[src/rtl/pir_sample_averager.sv]
// PIR front-end conditioning: samples three raw 7-bit PIR levels every SAMPLE_PERIOD cycles,
// averages 2**LOG2_SAMPLES samples per channel into a window average, and debounces a per-channel
// motion flag over HOLD_WINDOWS consecutive windows whose average reaches THRESHOLD.
//
// Ports:
//   clk            system clock, rising edge
//   rst_n          synchronous reset, active low
//   enable         1 = run sampling windows, 0 = stop and discard the partial window
//   pir_sensor_1..3  raw PIR levels (unsigned, 7 bits)
//   average_1..3   last published window average, zero-extended to 8 bits
//   avg_valid      one-cycle pulse when averages/flags have just been updated
//   motion_flags   bit i-1 = channel i debounced motion
//   motion_any     OR of motion_flags, registered alongside them
//   window_cnt     windows published since reset, wraps at 255
module pir_sample_averager #(
  parameter int unsigned SAMPLE_PERIOD = 4,
  parameter int unsigned LOG2_SAMPLES  = 2,
  parameter int unsigned THRESHOLD     = 50,
  parameter int unsigned HOLD_WINDOWS  = 2
) (
  input  logic       clk,
  input  logic       rst_n,
  input  logic       enable,
  input  logic [6:0] pir_sensor_1,
  input  logic [6:0] pir_sensor_2,
  input  logic [6:0] pir_sensor_3,
  output logic [7:0] average_1,
  output logic [7:0] average_2,
  output logic [7:0] average_3,
  output logic       avg_valid,
  output logic [2:0] motion_flags,
  output logic       motion_any,
  output logic [7:0] window_cnt
);

  localparam int unsigned NumSamples = 2 ** LOG2_SAMPLES;
  localparam int unsigned AccW       = 7 + LOG2_SAMPLES;
  localparam int unsigned PeriodW    = $clog2(SAMPLE_PERIOD);
  localparam int unsigned SampleW    = LOG2_SAMPLES + 1;

  localparam logic [PeriodW-1:0] PeriodLast = PeriodW'(SAMPLE_PERIOD - 1);
  localparam logic [SampleW-1:0] SampleLast = SampleW'(NumSamples - 1);
  localparam logic [7:0]         Thresh     = 8'(THRESHOLD);
  localparam logic [3:0]         HoldMax    = 4'(HOLD_WINDOWS);

  typedef enum logic [1:0] {
    StIdle,
    StWait,
    StPublish
  } state_e;

  state_e              state_q, state_d;
  logic [PeriodW-1:0]  period_cnt_q, period_cnt_d;
  logic [SampleW-1:0]  sample_cnt_q, sample_cnt_d;
  logic [AccW-1:0]     acc_q [3];
  logic [AccW-1:0]     acc_d [3];
  logic [3:0]          hold_q [3];
  logic [3:0]          hold_d [3];
  logic [7:0]          avg_q [3];
  logic [7:0]          avg_d [3];
  logic                avg_valid_q, avg_valid_d;
  logic [2:0]          flags_q, flags_d;
  logic                any_q, any_d;
  logic [7:0]          wcnt_q, wcnt_d;

  logic [6:0]          pir [3];
  logic [6:0]          new_avg [3];

  assign pir[0] = pir_sensor_1;
  assign pir[1] = pir_sensor_2;
  assign pir[2] = pir_sensor_3;

  // Truncating divide by the window size; the top bit of the 8-bit average is always 0.
  always_comb begin
    for (int i = 0; i < 3; i++) begin
      new_avg[i] = 7'(acc_q[i] >> LOG2_SAMPLES);
    end
  end

  always_comb begin
    state_d      = state_q;
    period_cnt_d = period_cnt_q;
    sample_cnt_d = sample_cnt_q;
    acc_d        = acc_q;
    hold_d       = hold_q;
    avg_d        = avg_q;
    flags_d      = flags_q;
    wcnt_d       = wcnt_q;
    avg_valid_d  = 1'b0;

    unique case (state_q)
      StIdle: begin
        period_cnt_d = '0;
        sample_cnt_d = '0;
        for (int i = 0; i < 3; i++) acc_d[i] = '0;
        flags_d = '0;
        if (enable) state_d = StWait;
      end

      StWait: begin
        if (!enable) begin
          // Partial window is dropped; nothing is published.
          state_d      = StIdle;
          period_cnt_d = '0;
          sample_cnt_d = '0;
          for (int i = 0; i < 3; i++) acc_d[i] = '0;
        end else if (period_cnt_q == PeriodLast) begin
          period_cnt_d = '0;
          sample_cnt_d = sample_cnt_q + 1'b1;
          for (int i = 0; i < 3; i++) acc_d[i] = acc_q[i] + AccW'(pir[i]);
          if (sample_cnt_q == SampleLast) state_d = StPublish;
        end else begin
          period_cnt_d = period_cnt_q + 1'b1;
        end
      end

      StPublish: begin
        for (int i = 0; i < 3; i++) begin
          avg_d[i] = {1'b0, new_avg[i]};
          if ({1'b0, new_avg[i]} >= Thresh) begin
            // Flag uses the pre-update count: this window plus the prior streak.
            flags_d[i] = ({1'b0, hold_q[i]} + 5'd1) >= {1'b0, HoldMax};
            hold_d[i]  = (hold_q[i] >= HoldMax) ? HoldMax : hold_q[i] + 4'd1;
          end else begin
            flags_d[i] = 1'b0;
            hold_d[i]  = 4'd0;
          end
          acc_d[i] = '0;
        end
        avg_valid_d  = 1'b1;
        wcnt_d       = wcnt_q + 8'd1;
        sample_cnt_d = '0;
        period_cnt_d = '0;
        state_d      = enable ? StWait : StIdle;
      end

      default: state_d = StIdle;
    endcase

    any_d = |flags_d;
  end

  always_ff @(posedge clk) begin
    if (!rst_n) begin
      state_q      <= StIdle;
      period_cnt_q <= '0;
      sample_cnt_q <= '0;
      for (int i = 0; i < 3; i++) begin
        acc_q[i]  <= '0;
        hold_q[i] <= '0;
        avg_q[i]  <= '0;
      end
      avg_valid_q  <= 1'b0;
      flags_q      <= '0;
      any_q        <= 1'b0;
      wcnt_q       <= '0;
    end else begin
      state_q      <= state_d;
      period_cnt_q <= period_cnt_d;
      sample_cnt_q <= sample_cnt_d;
      for (int i = 0; i < 3; i++) begin
        acc_q[i]  <= acc_d[i];
        hold_q[i] <= hold_d[i];
        avg_q[i]  <= avg_d[i];
      end
      avg_valid_q  <= avg_valid_d;
      flags_q      <= flags_d;
      any_q        <= any_d;
      wcnt_q       <= wcnt_d;
    end
  end

  assign average_1    = avg_q[0];
  assign average_2    = avg_q[1];
  assign average_3    = avg_q[2];
  assign avg_valid    = avg_valid_q;
  assign motion_flags = flags_q;
  assign motion_any   = any_q;
  assign window_cnt   = wcnt_q;

endmodule

[config.mk]
export PLATFORM = sky130hd
export DESIGN_NAME = pir_sample_averager
export DESIGN_NICKNAME = d
export VERILOG_FILES = /design/src/rtl/pir_sample_averager.sv
export SDC_FILE = /design/constraint.sdc
export NUM_CORES = 1
export LEC_CHECK = 0
export BUFFER_PORTS_ARGS = -buffer_cell sky130_fd_sc_hd__buf_2
export CAP_MARGIN = 20
export CORE_MARGIN = 1.5
export CORE_UTILIZATION = 35
export CTS_BUF_LIST = sky130_fd_sc_hd__clkbuf_8 sky130_fd_sc_hd__clkbuf_16
export DETAILED_ROUTE_END_ITERATION = 8
export HOLD_SLACK_MARGIN = 0.15
export SLEW_MARGIN = 20
export SYNTH_ARGS = -nofsm -noshare
export SYNTH_HDL_FRONTEND = slang
export SYNTH_SLANG_ARGS = --single-unit
[constraint.sdc]
create_clock -name clk -period 1.8 [get_ports clk]
set_input_delay 0.36 -clock clk [delete_from_list [all_inputs] [get_ports clk]]
set_output_delay 0.36 -clock clk [all_outputs]
set_load 0.01 [all_outputs]
---- After elaboration in Yosys (flattened, before gate mapping) ----
Index checks and enable logic that the tools add are counted.
storage, ports and cells
  register bits after elaboration ......... 80
operators by class
  add/subtract/negate cells ............... 12
  $lt $le $gt $ge ......................... 9
  equal/unequal tests ..................... 7
  multiplexer cells ....................... 26
  reduce and logical (&&, ||, !) cells .... 6
operators by type and width
  cell                                                 count
  2-to-1 mux 27 bit                                    2
  one-hot mux 27 bit (2 select lines)                  1
  adder 9 x 7 -> 9 bit                                 3
  2-to-1 mux 4 bit                                     6
  >= comparator 7 x 6 -> 1 bit, second input constant  3
  adder 4 x 1 -> 5 bit, second input constant          3
  >= comparator 5 x 2 -> 1 bit, second input constant  3
  adder 4 x 1 -> 4 bit, second input constant          3
  >= comparator 4 x 2 -> 1 bit, second input constant  3
  2-to-1 mux 2 bit                                     6
  one-hot mux 3 bit (2 select lines)                   2
  adder 8 x 1 -> 8 bit, second input constant          1
  2-to-1 mux 3 bit                                     2
  != test 3 bit, second input constant                 2
  one-hot mux 2 bit (3 select lines)                   1
  2-to-1 mux 1 bit                                     5
  equality test 2 bit, second input constant           2
  one-hot mux 2 bit (2 select lines)                   1
  adder 3 x 1 -> 3 bit, second input constant          1
  equality test 3 x 2 -> 1 bit, second input constant  1
  AND reduction 3 bit                                  1
  OR reduction 3 bit                                   1
  adder 2 x 1 -> 2 bit, second input constant          1
  equality test 2 x 1 -> 1 bit, second input constant  1
  other kinds (5)                                      5

---- Logic depth before layout (Yosys ltp) ----
Gate-level depths: netlist (run 1).
  depth after elaboration ................. 5
  depth in mapped cells ................... 8
  gate-level depth less buffers ........... 8

---- Least setup slack after synthesis (run 1) ----
No wires, ideal clock.
  path kind ............................... input-to-reg
  from .................................... input pir_sensor_1[0]
  to ...................................... register acc_q[26] (netlist name)
  arrival ................................. 1.794 ns
  data required time ...................... 1.683 ns
  setup slack ............................. -0.111 ns
  cell stages on the path ................. 8
  cell sequence ........................... ha_1 -> inv_1 -> fa_1 -> nor2b_1 -> o31ai_1 -> a221oi_1 -> o21ai_0 -> a22o_1
on the way
  word-level cells in the longest chain between the ends .. 4
ends and longest elaborated chain
  element                              line  source
  from (decl)                          24    input logic [6:0] pir_sensor_1,
  adder 9 x 7 -> 9 bit                 110   for (int i = 0; i < 3; i++) acc_d[i] = acc_q[i] + AccW'(pir[i]);
  2-to-1 mux 27 bit                    107   end else if (period_cnt_q == PeriodLast) begin
  2-to-1 mux 27 bit                    101   if (!enable) begin
  one-hot mux 27 bit (2 select lines)  91    unique case (state_q)
  to (signal, indexed assignment)      162   acc_q[i] <= acc_d[i];
  to (decl)                            55    logic [AccW-1:0] acc_q [3];
No other way between the ends. The select of a mux whose other input is x is not followed.
A chain may end at the register's enable or synchronous reset.

---- Worst setup path after layout (run 1) ----
  from .................................... register acc_q[18] (netlist name)
  to ...................................... register acc_q[26] (netlist name)
on the way
  word-level cells in the longest chain between the ends .. 4
ends and longest elaborated chain
  element                              line
  adder 9 x 7 -> 9 bit                 110
  2-to-1 mux 27 bit                    107
  2-to-1 mux 27 bit                    101
  one-hot mux 27 bit (2 select lines)  91
No other way between the ends. The select of a mux whose other input is x is not followed.

==> results of run 1 <==
[critical path, stage by stage, from the launching register on]
cell and delay [ns]:
dfxtp_2 0.35, ha_4 0.14, inv_2 0.04, fa_2 0.36, nor2b_4 0.14, o31ai_2 0.08
a221oi_2 0.29, o21ai_1 0.08, a22o_1 0.18
[routing by layer]
metal	wire length [µm]	share of wire, %
met4	204	2.0
met1	4980	49
met3	286	2.8
met2	4650	46
met5	0	0
[cells in the mapped netlist (10+ instances only)]
| cell | count |
|---|---|
| a21boi_0 | 34 |
| a21oi_1 | 30 |
| clkbuf_1 | 12 |
| dfxtp_1 | 80 |
| inv_1 | 17 |
| nor2_1 | 28 |
| nor3_1 | 10 |
| xnor2_1 | 13 |
| nand2_1 | 82 |
| o21ai_0 | 18 |
| nor2b_1 | 21 |
| and2_1 | 13 |
| nand4_1 | 10 |
| ha_1 | 34 |
[cell families after synthesis]
family	count (synthesis)	share of synthesized area (%)
adders and majority gates	37	11.3
AOI/OAI and AO/OA	137	21.8
other	1	0.0873
buffers and inverters	44	4.92
and+or+nand+nor	194	21.8
xor gates and xnor gates	14	2.85
DFF	80	37.3
[worst paths after layout]
check	from	end	slack, ns	cells after the start
worst max register to register	acc_q[18]$_SDFFE_PN0P_	acc_q[26]$_SDFFE_PN0P_	0.03	8
worst min-delay path	rst_n	period_cnt_q[1]$_SDFFE_PN0P_	0.40	3
worst max-delay path	acc_q[18]$_SDFFE_PN0P_	acc_q[26]$_SDFFE_PN0P_	0.03	8
worst min register to register	average_1[3]$_SDFFE_PN0P_	average_1[3]$_SDFFE_PN0P_	0.46	2
[power groups by stage]
stage / Sequential (mW) / Clock [mW] / Combinational (mW)
after floorplan: 1.82 / 0 / 0.144
after global placement: 1.82 / 0 / 0.218
after detailed placement: 1.82 / 0 / 0.222
after CTS: 1.78 / 1.86 / 0.227
after global routing: 1.78 / 1.94 / 0.260
final: 1.78 / 1.81 / 0.234
[timing repair]
| item | 4_1_cts | 5_1_grt |
|---|---|---|
| endpoints found under the setup margin | 4 | 12 |
| setup buffers | 3 | 1 |
| endpoints found under the hold margin | 0 | 0 |
| resized for setup | 8 | 18 |
| pin swaps | 6 | 4 |
[through the flow]
stage	instance area (µm²)	util, %	worst slack [ns]	hold WS [ns]	power, mW
after CTS	5280	43.9	0.0129	0.391	3.87
after detailed placement	4940	41.2	-0.203	0.454	2.04
after global routing	5350	44.6	-0.0547	0.432	3.99
final	5350	44.6	0.0316	0.398	3.82
after floorplan	4330	-	0.0159	0.445	1.96
after global placement	4940	41.2	-0.122	0.448	2.04
[cell usage in the layout (no fill, tap or decap), drive strengths merged, types with 18 or more instances in the layout]
cell,n
nand2,83
buf,96
o21ai,20
ha,34
a21boi,36
inv,18
dfxtp,80
a21oi,31
nor2b,22
nor2,28
[registers in the layout, summed over array words and instances (netlist names)]
signal,cells
acc_q,27
hold_q,12
window_cnt,8
average_1,7
average_2,7
average_3,7
motion_flags,3
sample_cnt_q,3
period_cnt_q,2
state_q,2
avg_valid,1
motion_any,1
[cell type report]
| type | instances | area [µm²] |
|---|---|---|
| Sequential cell | 80 | 1600 |
| Inverter | 17 | 63.8 |
| Timing Repair Buffer | 96 | 603 |
| Tap cell | 147 | 184 |
| Fill cell | 1203 | 6660 |
| Clock buffer | 10 | 239 |
| Clock inverter | 5 | 48.8 |
| Multi-Input combinational cell | 385 | 2610 |
==> flow_summary.yaml, run 1 <==
run_status:
  status: "completed"
yosys:
  synthTopCellsByArea: "dfxtp_1 37%, ha_1 9.9%, nand2_1 7.2%"
  yosysUniqueCellTypes: 52
  synth_seq_area_share_pct: 37.3
  synth_seq_cells: 80
  synth_top_area_share_pct: 37.3
  synth-main-ff-cell: "dfxtp_1"
  syn_inst: 507
  avgSynthCellArea_um2: 8.47
  async_reset_ff_share_pct: 0
  syn_area_um2: 4300
  synth_top_cell_by_area: "dfxtp_1"
  ys_warn_count: 0
  synth_edf_count: 0
drt:
  num_vias: 3760
  drcViolationCount: 0
  drt_first_iter_violations: 196
  vias_per_cell: 5.08
  wl_per_cell_um: 13.7
  ant_nets: 0
  drt-pass1-iter-count: 4
  totalWireLength_mm: 10.1
cts:
  cts_root_buffer: "clkbuf_16"
  h-tree-depth: 3
  tritoncts: "yes"
  cts_hold_buf: 0
  clkSinkCount: 80
  clkSlewWorstSetupHoldPaths_ns: 0.06
  cts_made_buffers: 9
  cts_max_path_buffers: 2
  clock_latency_ns: 0.34
final_layout:
  drive_gt1_share_pct: 24.5
  nets: 650
  area_delta_synth_final_pct: 24.5
  final_cells: 740
  antennaDiodeCount: 0
worst_setup_path:
  crit_fanout: 2
  endpoint_kind: "flop"
  worstSetupStartpointType: "flop"
  required_ns: 2.03
  worstPathArrival_ns: 2.00
  crit_type: "flop to flop"
global_route:
  grtUsageMet1_pct: 21.3
  grt_use_met3_pct: 2.98
  overflow: 0
  grt_pass1_vias: 3554
  grt_max_degree: 42
  gr-max-usage-layer: "met2"
  antenna_found_initial: 0
  track_usage_pct: 16.3
  use_met2_pct: 26.6
  grt_pass1_wl_mm: 16.9
floorplanning:
  fp-row-count: 40
  initial_utilization_pct: 35.8
  die_x_um: 114
  dieArea_um2: 12900
  core_um2: 12000
  boundaryPins: 61
  die_y_um: 114
place:
  place_inst: 721
  place.gp.congestion: 0.787
  dp_hpwl_mm: 7.32
  io_buffer_count: 57
power_and_ir_drop:
  swShare_pct: 22.0
  powerDensity_nw_per_um2: 714
  combPwrFrac_pct: 6.1
  p_leak_nw: 2.20
  power_switching_mw: 0.842
  pwr-share-clk_pct: 47.2
  ir_drop_mv: 0.397
  seq_power_share_pct: 46.7
  internal_power_mw: 2.98
sta:
  hold_viol_final: 0
  tns_ns: 0
  rsz0062_at_grt: "true"
  finalCritPeriodShare_pct: 98.2
  fin_skew_ns: 0.00754
  drv_slew: 0
  min_period_ns: 1.77
  fmax_ghz: 0.565
  setup_viol: 0
job:
  cap_viol_max_count: 0
hold_path:
  hp-class: "primary input to flop"
Note: power is estimated with default switching activity, not from simulation.
==> run 2, diff against run 1 <==
--- a/config.mk
+++ b/config.mk
@@ -6,12 +6,13 @@
 export NUM_CORES = 1
 export LEC_CHECK = 0
 export BUFFER_PORTS_ARGS = -buffer_cell sky130_fd_sc_hd__buf_2
-export CAP_MARGIN = 20
+export CAP_MARGIN = 30
 export CORE_MARGIN = 1.5
 export CORE_UTILIZATION = 35
 export CTS_BUF_LIST = sky130_fd_sc_hd__clkbuf_8 sky130_fd_sc_hd__clkbuf_16
 export DETAILED_ROUTE_END_ITERATION = 8
 export HOLD_SLACK_MARGIN = 0.15
+export RECOVER_POWER = 25
 export SLEW_MARGIN = 20
 export SYNTH_ARGS = -nofsm -noshare
 export SYNTH_HDL_FRONTEND = slang
==> run 2 against run 1 <==
Combinational power about the same; first-iteration DRC count increased by 4.1%; core utilization decreased by 0.36 points; worst hold slack improved by 0.0084 ns; global-route usage unchanged; sequential share of layout area increased by 0.25 points; setup slack about the same; die area unchanged; non-clock buffer count unchanged; critical path type unchanged; highest routed layer unchanged.
==> flow_summary.yaml, run 2 (synthesis results as in run 1) <==
cts:
  tritoncts: "yes"
  cts_max_path_buffers: 2
  clkSlewWorstSetupHoldPaths_ns: 0.06
  cts_root_buffer: "clkbuf_16"
  cts_made_buffers: 9
  h-tree-depth: 3
  clock_latency_ns: 0.34
  cts_hold_buf: 0
  clkSinkCount: 80
floorplanning:
  die_x_um: 114
  fp-row-count: 40
  core_um2: 12000
  boundaryPins: 61
  initial_utilization_pct: 35.8
  dieArea_um2: 12900
  die_y_um: 114
hold_path:
  hold-path-endpoint: "period_cnt_q[1]$_SDFFE_PN0P_"
  hp-class: "primary input to flop"
  whs_path_depth: 3
  worstHoldStart: "rst_n"
global_route:
  grt_pass1_vias: 3554
  grt_max_degree: 42
  track_usage_pct: 16.3
  grt_pass1_wl_mm: 16.9
  antenna_found_initial: 0
  overflow: 0
sta:
  tns_ns: 0
  drv_slew: 0
  fin_skew_ns: 0.00679
  setup_viol: 0
  relSlewSlack_pct: 51.5
  min_period_ns: 1.77
  fmax_ghz: 0.566
  finalCritPeriodShare_pct: 98.2
  worst_pin_slew_ns: 0.728
  hold_viol_final: 0
  rsz0062_at_grt: "true"
final_layout:
  area_delta_synth_final_pct: 23.5
  top_register: "acc_q"
  final_common_cell: "nand2_1"
  final_cell_mix: "82 x nand2_1, 78 x dfxtp_1, 37 x buf_4"
  nFillCells: 1208
  final_cells: 740
  largest_reg_flops: 27
  nets: 650
  antennaDiodeCount: 0
  drive_gt1_share_pct: 20.7
  fin_area_um2: 5310
worst_setup_path:
  crit_type: "flop to flop"
  r2r-start: "acc_q[18]$_SDFFE_PN0P_"
  crit_family: "compound AO/OA/AOI/OAI gates"
  endpoint_kind: "flop"
  critPathLaunch: "acc_q[18]$_SDFFE_PN0P_"
  ff2ff_path_depth: 8
  slowest_delay_ns: 0.36
  worstPathArrival_ns: 2.00
  crit_fanout: 2
  worstSetupStartpointType: "flop"
  r2r_slack_ns: 0.03
  required_ns: 2.03
  cp.buffers_inverters: 1
  crit_chain: "ha_4, inv_2, fa_2, nor2b_4, o31ai_2, a221oi_2, o21ai_1, a22o_1"
  r2r_end: "acc_q[26]$_SDFFE_PN0P_"
  slowest_stage: "fa_2"
drt:
  num_vias: 3780
  totalWireLength_mm: 10.1
  drt_first_iter_violations: 204
  ant_nets: 0
  vias_per_cell: 5.11
  drt-pass1-iter-count: 4
  wl_per_cell_um: 13.7
  drcViolationCount: 0
place:
  dp_hpwl_mm: 7.32
  place_inst: 721
  io_buffer_count: 57
  place.gp.congestion: 0.787
  placedInstanceArea_um2: 4940
run_status:
  status: "completed"
job:
  cap_viol_max_count: 0
power_and_ir_drop:
  p_leak_nw: 2.10
  ir_drop_mv: 0.392
  powerDensity_nw_per_um2: 719
[run 2: timing repair]
item / in CTS / in global routing
pin swaps: 6 / 4
cloned: 0 / 0
setup endpoints to repair: 4 / 12
buffers inserted: 3 / 1
gates resized for setup: 8 / 18
[run 2: cell type report]
type                       count  area, µm²  share of cell area [%]
inverter                      17       63.8                    1.20
clock buffer                  10        239                    4.50
sequential                    80       1600                    30.2
clock inverter                 5       48.8                   0.919
tap                          147        184                    3.47
multi-input combinational    385       2610                    49.1
timing repair buffer          96        562                    10.6
[run 2: how the worst max path moves through the flow]
| stage | to | slack, ns | cells after the start |
|---|---|---|---|
| floorplan | acc_q[17]$_SDFFE_PN0P_ | 0.02 | 8 |
| global placement | acc_q[26]$_SDFFE_PN0P_ | -0.12 | 9 |
| detailed placement | acc_q[26]$_SDFFE_PN0P_ | -0.20 | 9 |
| CTS | acc_q[26]$_SDFFE_PN0P_ | 0.01 | 8 |
| global route | acc_q[26]$_SDFFE_PN0P_ | -0.05 | 8 |
| finish | acc_q[26]$_SDFFE_PN0P_ | 0.03 | 8 |
[run 2: power by group]
| group | switching (mW) | leakage (nW) | total [mW] | internal [mW] |
|---|---|---|---|---|
| Sequential | 0.00574 | 0.646 | 1.78 | 1.78 |
| Combinational | 0.122 | 1.31 | 0.233 | 0.111 |
| Clock | 0.710 | 0.149 | 1.80 | 1.09 |
[run 2: routing by layer]
metal	GRT usage, %	vias to the layer above	wire length (µm)
li1	-	1947	-
met1	21.3	1757	4980
met2	26.6	61	4650
met3	2.98	15	307
met4	6.75	0	197
met5	0	-	0
[run 2: worst min-delay path, cell delays in order]
cell	delay [ns]
buf_2	0.15
nand2_1	0.13
nor2_1	0.06
[run 2: per-stage QoR]
step                      setup WS [ns]  total power [mW]  hold slack, ns  utilization, %
final                            0.0320              3.82           0.406            44.2
after global routing            -0.0547              3.99           0.432            44.2
after CTS                        0.0129              3.87           0.391            43.9
after detailed placement         -0.203              2.04           0.454            41.2
after global placement           -0.122              2.04           0.448            41.2
after floorplan                  0.0159              1.96           0.445               -
